`src/rtl/match_pkg.sv`:
```
// rtl/match_pkg.sv - shared match state and winner codes
// Used by match_ctrl; winner codes are common with the physics engine and renderer.
package match_pkg;

  typedef enum logic [1:0] {
    IDLE  = 2'd0,
    PLAY  = 2'd1,
    PAUSE = 2'd2,
    OVER  = 2'd3
  } match_state_e;

  typedef enum logic [1:0] {
    WIN_NONE = 2'd0,
    WIN_P1   = 2'd1,
    WIN_P2   = 2'd2
  } winner_e;

  function automatic logic is_player(input logic [1:0] w);
    return (w == WIN_P1) || (w == WIN_P2);
  endfunction

endpackage

```
`src/rtl/rise_det.sv`:
```
// rtl/rise_det.sv - registered rising-edge detector with sample enable
// The history bit only advances when en is high, so a level held across disabled cycles gives one rise.
module rise_det (
  input  logic clk,
  input  logic rst_n,
  input  logic en,
  input  logic d,
  output logic rise
);

  logic q;

  always_ff @(posedge clk) begin
    if (!rst_n) begin
      q <= 1'b0;
    end else if (en) begin
      q <= d;
    end
  end

  assign rise = en & d & ~q;

endmodule

```
`src/rtl/match_ctrl.sv`:
```
// rtl/match_ctrl.sv - match sequencing, scoring and physics frame gating
// Optional MATCH_WIN_BY_TWO_EN: require a two-point lead, with SCORE_MAX as an absolute win.
module match_ctrl
  import match_pkg::*;
#(
  parameter int WIN_SCORE    = 7,
  parameter int SCORE_W      = 4,
  parameter int PAUSE_FRAMES = 90
) (
  input  logic               clk,
  input  logic               rst_n,
  input  logic               frame_tick,
  input  logic               start_btn,
  input  logic               phys_valid,
  input  logic               phys_game_over,
  input  logic [1:0]         phys_winner,
  output logic               phys_en,
  output logic [SCORE_W-1:0] p1_score,
  output logic [SCORE_W-1:0] p2_score,
  output logic [1:0]         match_state,
  output logic [1:0]         match_winner,
  output logic               point_pulse
);

  localparam int PCNT_W = (PAUSE_FRAMES > 1) ? $clog2(PAUSE_FRAMES) : 1;
  localparam logic [SCORE_W-1:0] SCORE_MAX  = '1;
  localparam logic [PCNT_W-1:0]  PAUSE_LOAD = PCNT_W'(PAUSE_FRAMES - 1);

  match_state_e       state_q, state_d;
  logic [SCORE_W-1:0] p1_q, p1_d, p2_q, p2_d, p1_inc, p2_inc;
  logic [1:0]         win_q, win_d;
  logic [PCNT_W-1:0]  pcnt_q, pcnt_d;
  logic               pulse_q, pulse_d;
  logic               st_rise, go_rise, p1_wins, p2_wins;

  rise_det u_start_rise (
    .clk   (clk),
    .rst_n (rst_n),
    .en    (1'b1),
    .d     (start_btn),
    .rise  (st_rise)
  );

  // game_over is only meaningful on physics update strobes
  rise_det u_go_rise (
    .clk   (clk),
    .rst_n (rst_n),
    .en    (phys_valid),
    .d     (phys_game_over),
    .rise  (go_rise)
  );

  assign p1_inc = (p1_q == SCORE_MAX) ? p1_q : p1_q + SCORE_W'(1);
  assign p2_inc = (p2_q == SCORE_MAX) ? p2_q : p2_q + SCORE_W'(1);

`ifdef MATCH_WIN_BY_TWO_EN
  assign p1_wins = (p1_inc == SCORE_MAX) ||
                   ((int'(p1_inc) >= WIN_SCORE) && (int'(p1_inc) >= int'(p2_q) + 2));
  assign p2_wins = (p2_inc == SCORE_MAX) ||
                   ((int'(p2_inc) >= WIN_SCORE) && (int'(p2_inc) >= int'(p1_q) + 2));
`else
  assign p1_wins = int'(p1_inc) >= WIN_SCORE;
  assign p2_wins = int'(p2_inc) >= WIN_SCORE;
`endif

  always_ff @(posedge clk) begin
    if (!rst_n) begin
      state_q <= IDLE;
      p1_q    <= '0;
      p2_q    <= '0;
      win_q   <= WIN_NONE;
      pcnt_q  <= '0;
      pulse_q <= 1'b0;
    end else begin
      state_q <= state_d;
      p1_q    <= p1_d;
      p2_q    <= p2_d;
      win_q   <= win_d;
      pcnt_q  <= pcnt_d;
      pulse_q <= pulse_d;
    end
  end

  always_comb begin
    state_d = state_q;
    p1_d    = p1_q;
    p2_d    = p2_q;
    win_d   = win_q;
    pcnt_d  = pcnt_q;
    pulse_d = 1'b0;
    case (state_q)
      IDLE: begin
        if (st_rise) begin
          state_d = PLAY;
          p1_d    = '0;
          p2_d    = '0;
        end
      end
      PLAY: begin
        if (go_rise && is_player(phys_winner)) begin
          pulse_d = 1'b1;
          if (phys_winner == WIN_P1) p1_d = p1_inc;
          else                       p2_d = p2_inc;
          if ((phys_winner == WIN_P1) ? p1_wins : p2_wins) begin
            state_d = OVER;
            win_d   = phys_winner;
          end else begin
            state_d = PAUSE;
            pcnt_d  = PAUSE_LOAD;
          end
        end
      end
      PAUSE: begin
        if (frame_tick) begin
          if (pcnt_q == '0) state_d = PLAY;
          else              pcnt_d  = pcnt_q - PCNT_W'(1);
        end
      end
      OVER: begin
        if (st_rise) begin
          state_d = PLAY;
          p1_d    = '0;
          p2_d    = '0;
          win_d   = WIN_NONE;
        end
      end
      default: state_d = IDLE;
    endcase
  end

  assign phys_en      = frame_tick & (state_q == PLAY);
  assign p1_score     = p1_q;
  assign p2_score     = p2_q;
  assign match_state  = state_q;
  assign match_winner = win_q;
  assign point_pulse  = pulse_q;

endmodule

```
`config.mk`:
```
export PLATFORM = sky130hd
export DESIGN_NAME = match_ctrl
export DESIGN_NICKNAME = d
export VERILOG_FILES = /design/src/rtl/match_pkg.sv /design/src/rtl/rise_det.sv /design/src/rtl/match_ctrl.sv
export SDC_FILE = /design/constraint.sdc
export NUM_CORES = 1
export LEC_CHECK = 0
export BUFFER_PORTS_ARGS = -buffer_cell sky130_fd_sc_hd__buf_4
export CELL_PAD_IN_SITES_DETAIL_PLACEMENT = 1
export CELL_PAD_IN_SITES_GLOBAL_PLACEMENT = 2
export CORE_ASPECT_RATIO = 0.8
export CORE_MARGIN = 2
export CORE_UTILIZATION = 34
export CTS_CLUSTER_DIAMETER = 30
export DETAILED_ROUTE_END_ITERATION = 7
export HOLD_SLACK_MARGIN = 0.03
export PLACE_DENSITY = 0.87
export SLEW_MARGIN = 5
export SYNTH_ARGS = -nofsm -noshare
export SYNTH_HDL_FRONTEND = slang
export SYNTH_SLANG_ARGS = --single-unit
```
`constraint.sdc`:
```
create_clock -name clk -period 3 [get_ports clk]
set_clock_uncertainty 0.1 [all_clocks]
set_input_delay 0.3 -clock clk [delete_from_list [all_inputs] [get_ports clk]]
set_output_delay 0.3 -clock clk [all_outputs]
set_load 0.01 [all_outputs]
```
## Word-level counts from Yosys, hierarchy flattened

Index checks and enable logic that the tools add are counted.

- Memories: 0
- Input bits: 8
- Bits in read-only memories: 0
- Word-level logic and storage cells: 76
- Output and inout port bits: 14
- Register bits after elaboration: 22
- Memory bits (writable): 0
- Bits in latches: 0

- Div/mod/pow operators: 0
- Multiply operators: 0
- Shift operators: 0
- Magnitude comparators: 2
- Reduce and logical (&&, ||, !) cells: 14
- Equal/unequal tests: 17
- Multiplexer cells: 26
- Bitwise gates (word level): 6
- Add/subtract/negate cells: 3

Operator list:

| operator | count |
|---|---|
| 4-bit 2-to-1 mux | 7 |
| 7-bit 2-to-1 mux | 4 |
| 2-bit != test, second input constant | 9 |
| 4-bit case mux with 2 select lines | 2 |
| 4-bit AND reduction | 4 |
| 2-bit 2-to-1 mux | 7 |
| 7-bit case mux with 2 select lines | 1 |
| 4-bit by 1-bit adder with 4-bit output, second input constant | 2 |
| 4-bit == test, second input constant | 2 |
| 4-bit by 3-bit greater-or-equal comparator with 1-bit output, second input constant | 2 |
| 7-bit logical NOT | 1 |
| 7-bit by 1-bit subtractor with 7-bit output, second input constant | 1 |
| 2-bit == test, second input constant | 3 |
| 2-bit case mux with 3 select lines | 1 |
| 2-bit nonzero test | 3 |
| 5-bit AND reduction | 1 |
| 1-bit AND | 4 |
| 2-bit by 1-bit == test with 1-bit output, second input constant | 2 |
| 2-bit case mux with 2 select lines | 1 |
| 1-bit 2-to-1 mux | 3 |
| 2-bit logical NOT | 1 |
| 2-bit by 1-bit != test with 1-bit output, second input constant | 1 |
| 1-bit inverter | 2 |
| 2-bit AND reduction | 1 |
| 3 further kinds | 3 |

## Longest topological paths before layout

Gate-level depths: netlist (run 1).

- Depth in word-level cells: 7
- Gate-level depth with buffers: 7
- Gate-level depth less buffers: 7

## By module

A second synthesis (run 1) with hierarchy kept.

- Cell total of the unflattened synthesis: 160
- Area, all modules: 1385.1 µm²

Modules (own cells, without submodules):

| module | cells each | area each (µm²) | sequential area each (µm²) | times used |
|---|---|---|---|---|
| match_ctrl | 150 | 1302.5 | 400.4 | 1 |
| rise_det | 5 | 41.3 | 20.0 | 2 |

## Least setup slack after synthesis (run 1)

No wires, ideal clock.

- Path kind: register -> register
- Start: register state_q[0] (netlist: match_state[0])
- End: register p2_q[0] (netlist: p2_score[0])
- Clock period less this slack: 2.250 ns
- Path slack: 0.750 ns
- Buffers on the path: 1
- Library setup time: 0.071 ns
- Cell stages (with the launch flop): 8
- Data arrival time: 2.079 ns
- Data required time: 2.829 ns
- Cells stage by stage: dfxtp_1 -> inv_1 -> ha_1 -> buf_2 -> mux2_2 -> nand2b_1 -> or4_1 -> a21oi_1

- Word-level cells in the longest chain between the ends: 4
- Elaborated cells on any way between the ends: 10
- Those cells by class: 5 x eq/ne; 1 x mux; 4 x reduce/logical

RTL lines:

| element | RTL line | source |
|---|---|---|
| start, declared | match_ctrl.sv:29 | `match_state_e state_q, state_d;` |
| start signal, assigned | match_ctrl.sv:75 | `state_q <= state_d;` |
| 2-bit == test / 2-bit logical NOT (equally long branches) | match_ctrl.sv:91 | `case (state_q)` |
| 2-bit OR reduction (no line) | - |  |
| 2-bit by 1-bit != test with 1-bit output (no line) / 2-bit nonzero test (equally long branches) | - |  |
| 4-bit AND reduction (no line) | - |  |
| end signal, assigned | match_ctrl.sv:77 | `p2_q <= p2_d;` |
| end, declared | match_ctrl.sv:30 | `logic [SCORE_W-1:0] p1_q, p1_d, p2_q, p2_d, p1_inc, p2_inc;` |

Parallel ways exist; a longest one is shown, timed or not.
A chain may end at the register's enable or synchronous reset.

## Worst setup path in the final report (run 1)

Same ends and word-level chain as after synthesis.

==> impl_metrics.sql, run 1 <==
INSERT INTO impl_metrics (metric_group, metric, value, unit) VALUES
('synth', 'yosys_warnings', '0', ''),
('hold_path', 'worstHoldPathType', 'input pin to flop', ''),
('routing', 'total_via_count_in_the_routed_design', '1452', ''),
('setup_path', 'crit_type', 'flop to flop', ''),
('final_layout', 'nets', '215', ''),
('setup_path', 'cp_data_arrival_time', '2.59', 'ns'),
('synth', 'synth_top_cells_by_count', '22 x dfxtp_1, 14 x nand2_1, 14 x nor2_1, 12 x inv_1, 9 x ha_1', ''),
('routing', 'wirelength', '4280', 'µm'),
('setup_path', 'reg2reg_from', 'match_state[0]', ''),
('timing', 'timing.final.max_slew_violations', '0', ''),
('routing', 'avgRoutedWirePerCell', '16.92', 'µm'),
('synth', 'asyncSetResetFlopFracSynth', '0', ''),
('cts', 'clock_tree.buffer_depth', '2', ''),
('die', 'die-area', '4951', 'µm²'),
('synth', 'postSynthCellCount', '177', ''),
('setup_path', 'critical_path.max_fanout', '13', ''),
('synth', 'synth.yosys.seq_area_share', '0.2943', ''),
('synth', 'ys.flop_type', 'dfxtp_1', ''),
('grt', 'grt_util_met1', '0.2478', ''),
('placement', 'buffer_ports.inserted', '21', ''),
('cts', 'post-cts-setup-buffers', '0', ''),
('setup_path', 'worst_r2r_endpoint', 'p2_score[0]', ''),
('grt', 'globalRouteTotalUtil', '0.1852', ''),
('cts', 'post_cts_resized', '0', ''),
('cts', 'cts.hold.buffers_added', '0', ''),
('setup_path', 'cp_data_required_time', '3.09', 'ns'),
('cts', 'clk_latency', '0.27', 'ns'),
('die', 'rows', '21', ''),
('grt', 'grt_max_degree', '15', ''),
('setup_path', 'worst_setup_path_end_kind', 'flop', ''),
('routing', 'drtPass1Iterations', '4', ''),
('cts', 'tritoncts_num_sinks', '22', ''),
('power_and_ir_drop', 'ir_worst_vdd', '0.0004155', 'V'),
('cts', 'post_cts_clock_slew_at_the_launch_and_capture_registers_of_the_worst_setup_and_hold_paths', '0.09', 'ns'),
('grt', 'gr-usage-met2', '0.3103', ''),
('placement', 'routabilityCongestion', '0.8556', ''),
('die', 'chipHeight', '63.34', 'µm'),
('final_layout', 'area_growth_syn_to_layout', '16.72', '%'),
('timing', 'timing.slew.headroom', '0.6281', ''),
('grt', 'globalRouteOverflowTotal', '0', ''),
('power_and_ir_drop', 'power.density_cell_area', '645.1', 'nW/µm²'),
('timing', 'final_critical_path_setup_slack', '0.5057', 'ns'),
('synth', 'post_synth_main_area_contributors', 'dfxtp_1 29%, ha_1 7.5%, nand2_1 3.5%', ''),
('timing', 'setup-tns-final', '0', 'ns'),
('cts', 'tritoncts.num_buffers', '3', ''),
('timing', 'worst-slew-pin-transition', '0.5578', 'ns'),
('die', 'placeableCoreArea', '4204', 'µm²'),
('placement', 'post-dp-hpwl', '3098', 'µm'),
('cts', 'tritoncts', 'yes', ''),
('routing', 'drt-initial-drc-count', '85', ''),
('synth', 'synth.lib_cells_used.distinct', '60', ''),
('grt', 'met3_usage', '0.04155', ''),
('grt', 'first_pass_grt_wire_length', '7424', 'µm'),
('final_layout', 'drive_gt1_frac', '0.1990', ''),
('final_layout', 'antenna-diode-count', '0', ''),
('routing', 'vias_per_cell', '5.739', ''),
('timing', 'fin_crit_sh', '0.8314', ''),
('placement', 'preCtsSetupSlack', '0.5283', 'ns'),
('grt', 'grt_antenna_before_repair', '0', ''),
('power_and_ir_drop', 'total_power', '1.127', 'mW'),
('outcome', 'outcome', 'complete, no violations', ''),
('synth', 'post-synth-top-area-cell', 'dfxtp_1', ''),
('hold_path', 'end_point_of_the_most_critical_hold_path', 'u_start_rise.q', ''),
('power_and_ir_drop', 'total_leakage_power', '0.7015', 'nW'),
('setup_path', 'worst-r2r-setup-slack', '0.51', 'ns'),
('synth', 'count_of_flip_flops_with_a_built_in_enable_after_synthesis', '0', ''),
('timing', 'grt_setup_unrepaired', 'no', ''),
('hold_path', 'min_path_cells', '2', ''),
('timing', 'hold_viol', '0', ''),
('grt', 'number_of_global_route_vias_before_repair', '1554', ''),
('synth', 'postSynthNetCount', '194', '');
-- cell type report --
cell class / instances / area (µm²)
multi-input combinational: 137 / 987.2
clock buffer: 3 / 41.29
fill: 528 / 2457
inverter: 13 / 48.80
sequential: 22 / 440.4
timing repair buffer: 21 / 157.7
tap: 57 / 71.32
-- how the worst max path moves through the flow --
| stage | startpoint | slack, ns | to | cells after the start |
|---|---|---|---|---|
| 6_report | match_state[0] | 0.51 | p2_score[0] | 6 |
| 2_1_floorplan | match_state[0] | 0.75 | p2_score[0] | 7 |
| 3_3_place_gp | match_state[0] | 0.66 | p2_score[0] | 6 |
| 5_1_grt | match_state[0] | 0.25 | p2_score[1] | 6 |
| 4_1_cts | match_state[0] | 0.50 | p2_score[0] | 6 |
| 3_5_place_dp | match_state[0] | 0.53 | p2_score[0] | 6 |
-- cells by family (layout without fill, tap and decap cells) --
logic type | after synthesis | after routing | synth area share
compound gates | 44 | 44 | 0.2483
flops | 22 | 22 | 0.2943
mux | 4 | 4 | 0.02843
fa+ha+maj | 9 | 9 | 0.07525
buf+inv | 18 | 37 | 0.04598
simple gates | 79 | 79 | 0.3019
xor+xnor | 1 | 1 | 0.005854
-- through the flow --
| stage | hold slack, ns | area, µm² | instances |
|---|---|---|---|
| 6_report | 0.1452 | 1747 | 253 |
| 5_1_grt | 0.1452 | 1747 | 253 |
| 4_1_cts | 0.1452 | 1747 | 253 |
| 3_5_place_dp | 0.4025 | 1705 | 250 |
| 3_3_place_gp | 0.3888 | 1705 | 250 |
| 2_1_floorplan | 0.3217 | 1496 | 177 |
-- layer usage --
metal | part of all wire | up-vias
met1 | 0.50 | 711
met3 | 0.028 | 4
li1 | - | 711
met2 | 0.46 | 26
met4 | 0.0089 | 0
met5 | 0 | -
-- where the power goes --
part | internal (mW) | total [mW] | switching (mW)
combinational | 0.217 | 0.551 | 0.334
clock | 0.0899 | 0.192 | 0.102
sequential | 0.330 | 0.384 | 0.0547
total | 0.636 | 1.13 | 0.490
-- layout by cell type (no fill, tap or decap), drive strengths merged, types with 5 or more instances in the layout --
| master | n |
|---|---|
| nand2 | 14 |
| dfxtp | 22 |
| nor2b | 5 |
| nor3 | 8 |
| o21ai | 8 |
| and3 | 7 |
| ha | 9 |
| inv | 13 |
| buf | 21 |
| nor2 | 14 |
| nand3 | 5 |
-- critical path, cell delays in order (launching register included) --
cell	delay, ns
dfxtp_1	0.45
ha_1	0.52
inv_2	0.14
mux2_2	0.30
nand2b_1	0.25
or4_1	0.51
a21oi_1	0.16
-- registers in the layout, summed over array words and instances, names as in the netlist --
signal,cells
match_state,2
u_go_rise.q,1
pcnt_q,7
match_winner,2
point_pulse,1
p1_score,4
u_start_rise.q,1
p2_score,4
No activity file was read; power rests on OpenSTA's default activity.
==> run 2: changes to the inputs <==
- ABC_AREA: default -> 1
- CORE_UTILIZATION: 34 -> 31
- PLACE_DENSITY: 0.87 -> 0.85
- clock period: 3 -> 2.3 ns (I/O delays scaled with it)
==> run 2 against run 1 <==
  * Clock power is 26% higher
  * Sequential cell count stayed put
  * Die area is 10% higher
  * Cell count is 17% higher
  * Hold slack worse by 0.086 ns
  * Sequential share of layout area is 0.51 points lower
  * First-iteration DRC count is 59% lower
  * Critical endpoint is now p1_score[2]
  * Largest power group unchanged
==> impl_metrics.sql, run 2 <==
INSERT INTO impl_metrics (metric_group, metric, value, unit) VALUES
('cts', 'clock_tree.buffer_depth', '2', ''),
('power_and_ir_drop', 'total_leakage_power', '0.7517', 'nW'),
('synth', 'count_of_flip_flops_with_a_built_in_enable_after_synthesis', '0', ''),
('routing', 'route.met2.wl', '1434', 'µm'),
('synth', 'yosysTopAreaCellShare', '0.2919', ''),
('timing', 'timing.slew.headroom', '0.6654', ''),
('final_layout', 'drive_gt1_frac', '0.2797', ''),
('timing', 'hold_viol', '0', ''),
('routing', 'avgRoutedWirePerCell', '12.18', 'µm'),
('grt', 'globalRouteOverflowTotal', '0', ''),
('placement', 'post-dp-hpwl', '2916', 'µm'),
('routing', 'drtPass1Iterations', '4', ''),
('synth', 'postSynthNetCount', '230', ''),
('timing', 'worst-slew-pin-transition', '0.5014', 'ns'),
('synth', 'asyncSetResetFlopFracSynth', '0', ''),
('timing', 'maxClockFrequency', '503.5', 'MHz'),
('final_layout', 'antenna-diode-count', '0', ''),
('setup_path', 'cp_data_required_time', '2.36', 'ns'),
('power_and_ir_drop', 'power.density_cell_area', '1115', 'nW/µm²'),
('setup_path', 'cp_data_arrival_time', '2.05', 'ns'),
('synth', 'postSynthAreaPerCell', '7.084', 'µm²'),
('synth', 'postSynthCellCount', '213', ''),
('routing', 'wirelength', '3606', 'µm'),
('routing', 'antenna_left', '0', ''),
('cts', 'tritoncts.num_buffers', '3', ''),
('power_and_ir_drop', 'ir_worst_vdd', '0.0003393', 'V'),
('job', 'maxCapViolCount', '0', ''),
('timing', 'grt_setup_unrepaired', 'no', ''),
('timing', 'timing.final.max_slew_violations', '0', ''),
('hold_path', 'worstHoldPathType', 'input pin to flop', ''),
('final_layout', 'most-common-layout-cells', '53 x nand2_1, 27 x nand3_1, 23 x inv_1, 22 x buf_4, 22 x dfxtp_1', ''),
('final_layout', 'final_common_cell', 'nand2_1', ''),
('routing', 'top_signal_layer_used', 'met4', ''),
('die', 'floorplan.initialDensity', '0.3263', ''),
('setup_path', 'worst_setup_path_end_kind', 'flop', ''),
('setup_path', 'timing.critical_path.slowest_stage_cell', 'dfxtp_1', ''),
('final_layout', 'top_register', 'pcnt_q', ''),
('setup_path', 'reg2reg_from', 'match_state[0]', ''),
('die', 'chipHeight', '66.40', 'µm'),
('timing', 'min_period', '1.986', 'ns'),
('setup_path', 'timing.critical_path.cells', 'inv_1, ha_1, inv_1, o21a_1, nor2_4, clkinv_2, nand2_1, a21oi_2', ''),
('die', 'die-area', '5445', 'µm²'),
('synth', 'number_of_synthesized_register_bits', '22', ''),
('synth', 'synth.yosys.seq_area_share', '0.2919', ''),
('final_layout', 'nets', '255', ''),
('synth', 'synth_area', '1509', 'µm²'),
('cts', 'cts.hold.buffers_added', '0', ''),
('timing', 'setup-tns-final', '0', 'ns'),
('final_layout', 'layout.filler_cells', '614', ''),
('routing', 'vias_per_cell', '4.652', ''),
('synth', 'synth_top_cells_by_count', '53 x nand2_1, 27 x nand3_1, 23 x inv_1, 22 x dfxtp_1', ''),
('synth', 'ys.flop_type', 'dfxtp_1', ''),
('synth', 'post_synth_main_area_contributors', 'dfxtp_1 29%, nand2_1 13%, nand3_1 9.0%', ''),
('routing', 'met3WireLength', '124', 'µm'),
('cts', 'post_cts_clock_slew_at_the_launch_and_capture_registers_of_the_worst_setup_and_hold_paths', '0.08', 'ns'),
('timing', 'fin_crit_sh', '0.8636', ''),
('grt', 'number_of_global_route_vias_before_repair', '1412', ''),
('cts', 'post_cts_resized', '0', ''),
('die', 'placeableCoreArea', '4624', 'µm²'),
('hold_path', 'hp-start', 'start_btn', ''),
('setup_path', 'critical_path.max_fanout', '5', ''),
('placement', 'routabilityCongestion', '0.7795', ''),
('die', 'rows', '22', ''),
('routing', 'drt-initial-drc-count', '35', ''),
('die', 'ios', '22', ''),
('grt', 'grt_antenna_before_repair', '0', ''),
('synth', 'post-synth-top-area-cell', 'dfxtp_1', ''),
('cts', 'tritoncts', 'yes', ''),
('setup_path', 'cp-startpoint', 'match_state[0]', ''),
('final_layout', 'largest_register_ff_count', '7', ''),
('cts', 'tritoncts_num_sinks', '22', ''),
('cts', 'cts_root_buffer', 'clkbuf_8', ''),
('synth', 'yosys_warnings', '0', ''),
('setup_path', 'timing.critical_path.mode_cell', 'inv_1', ''),
('setup_path', 'crit_type', 'flop to flop', ''),
('routing', 'm1WireLength', '2012', 'µm'),
('grt', 'globalRouteTotalUtil', '0.1488', ''),
('final_layout', 'area_growth_syn_to_layout', '18.16', '%'),
('outcome', 'outcome', 'complete, no violations', ''),
('routing', 'total_via_count_in_the_routed_design', '1377', ''),
('routing', 'drc', '0', ''),
('grt', 'first_pass_grt_wire_length', '6258', 'µm'),
('setup_path', 'slowest_delay', '0.45', 'ns'),
('synth', 'synthMostInstantiatedCell', 'nand2_1', ''),
('grt', 'grt_max_degree', '12', ''),
('cts', 'htreeDepth', '1', ''),
('placement', 'buffer_ports.inserted', '21', ''),
('cts', 'clk_latency', '0.26', 'ns'),
('synth', 'synth.lib_cells_used.distinct', '29', ''),
('final_layout', 'final_core_util', '0.3856', ''),
('cts', 'post-cts-setup-buffers', '0', ''),
('setup_path', 'timing.critical_path.from_type', 'flop', ''),
('die', 'die_w', '82', 'µm'),
('timing', 'report.final.setup_viol', '0', '');
[run 2: changes by cell type after synthesis, sizes merged, moves of 5 or more]
cell and change:
a21oi +17, inv +14, and3 -7, nor2b -5
nand2 +53, nor3 -6, nand3 +22
[run 2: kinds of logic (layout without fill, tap and decap cells)]
kind of cell	count (synthesis)	after routing	synth area share
AOI/OAI and AO/OA	29	29	0.1410
adders and majority gates	9	9	0.07463
buffers and inverters	32	55	0.08043
and+or+nand+nor	120	120	0.4063
xor gates and xnor gates	1	1	0.005805
DFF	22	22	0.2919
[run 2: worst paths after layout]
kind	endpoint	slack (ns)	cells past startpoint
setup / recovery	p1_score[2]	0.31	8
hold / removal	u_start_rise.q	0.06	3
hold reg to reg	match_winner[0]	0.37	2
setup reg to reg	p1_score[2]	0.31	8
[run 2: stage by stage]
stage	area, µm²	power, mW	hold slack, ns	instances	setup WS (ns)
2_1_floorplan	1509	1.496	0.2235	213	0.4809
3_3_place_gp	1742	1.756	0.3208	293	0.3589
3_5_place_dp	1742	1.764	0.3420	293	0.3338
4_1_cts	1783	2.018	0.06278	296	0.3217
5_1_grt	1783	2.190	0.06331	296	0.2023
6_report	1783	1.987	0.05915	296	0.3137
[run 2: worst max-delay path: cells and delay by family (launching register included)]
kind / cells / cell delay [ns]
and+or+nand+nor: 2 / 0.25
DFF: 1 / 0.45
adders and majority gates: 1 / 0.45
AOI/OAI and AO/OA: 2 / 0.27
buffers and inverters: 3 / 0.35
[run 2: routing by layer]
metal | vias up | track usage
met5 | - | 0
met4 | 0 | 0.04167
met3 | 2 | 0.03825
met2 | 19 | 0.2165
met1 | 623 | 0.2136
li1 | 733 | -
[run 2: layout make-up]
class                   count  area [µm²]  share of cell area
multi-input cells         159       947.2              0.5312
flip-flops and latches     22       440.4              0.2470
well taps                  60       75.07             0.04211
clock buffers               3       41.29             0.02316
repair buffers             22       165.2             0.09263
inverters                  30       113.9             0.06386
[run 2: report_power, final]
| group | total, mW | internal, mW | switching (mW) |
|---|---|---|---|
| clock | 0.242 | 0.117 | 0.125 |
| combinational | 1.19 | 0.459 | 0.734 |
| sequential | 0.552 | 0.461 | 0.0909 |
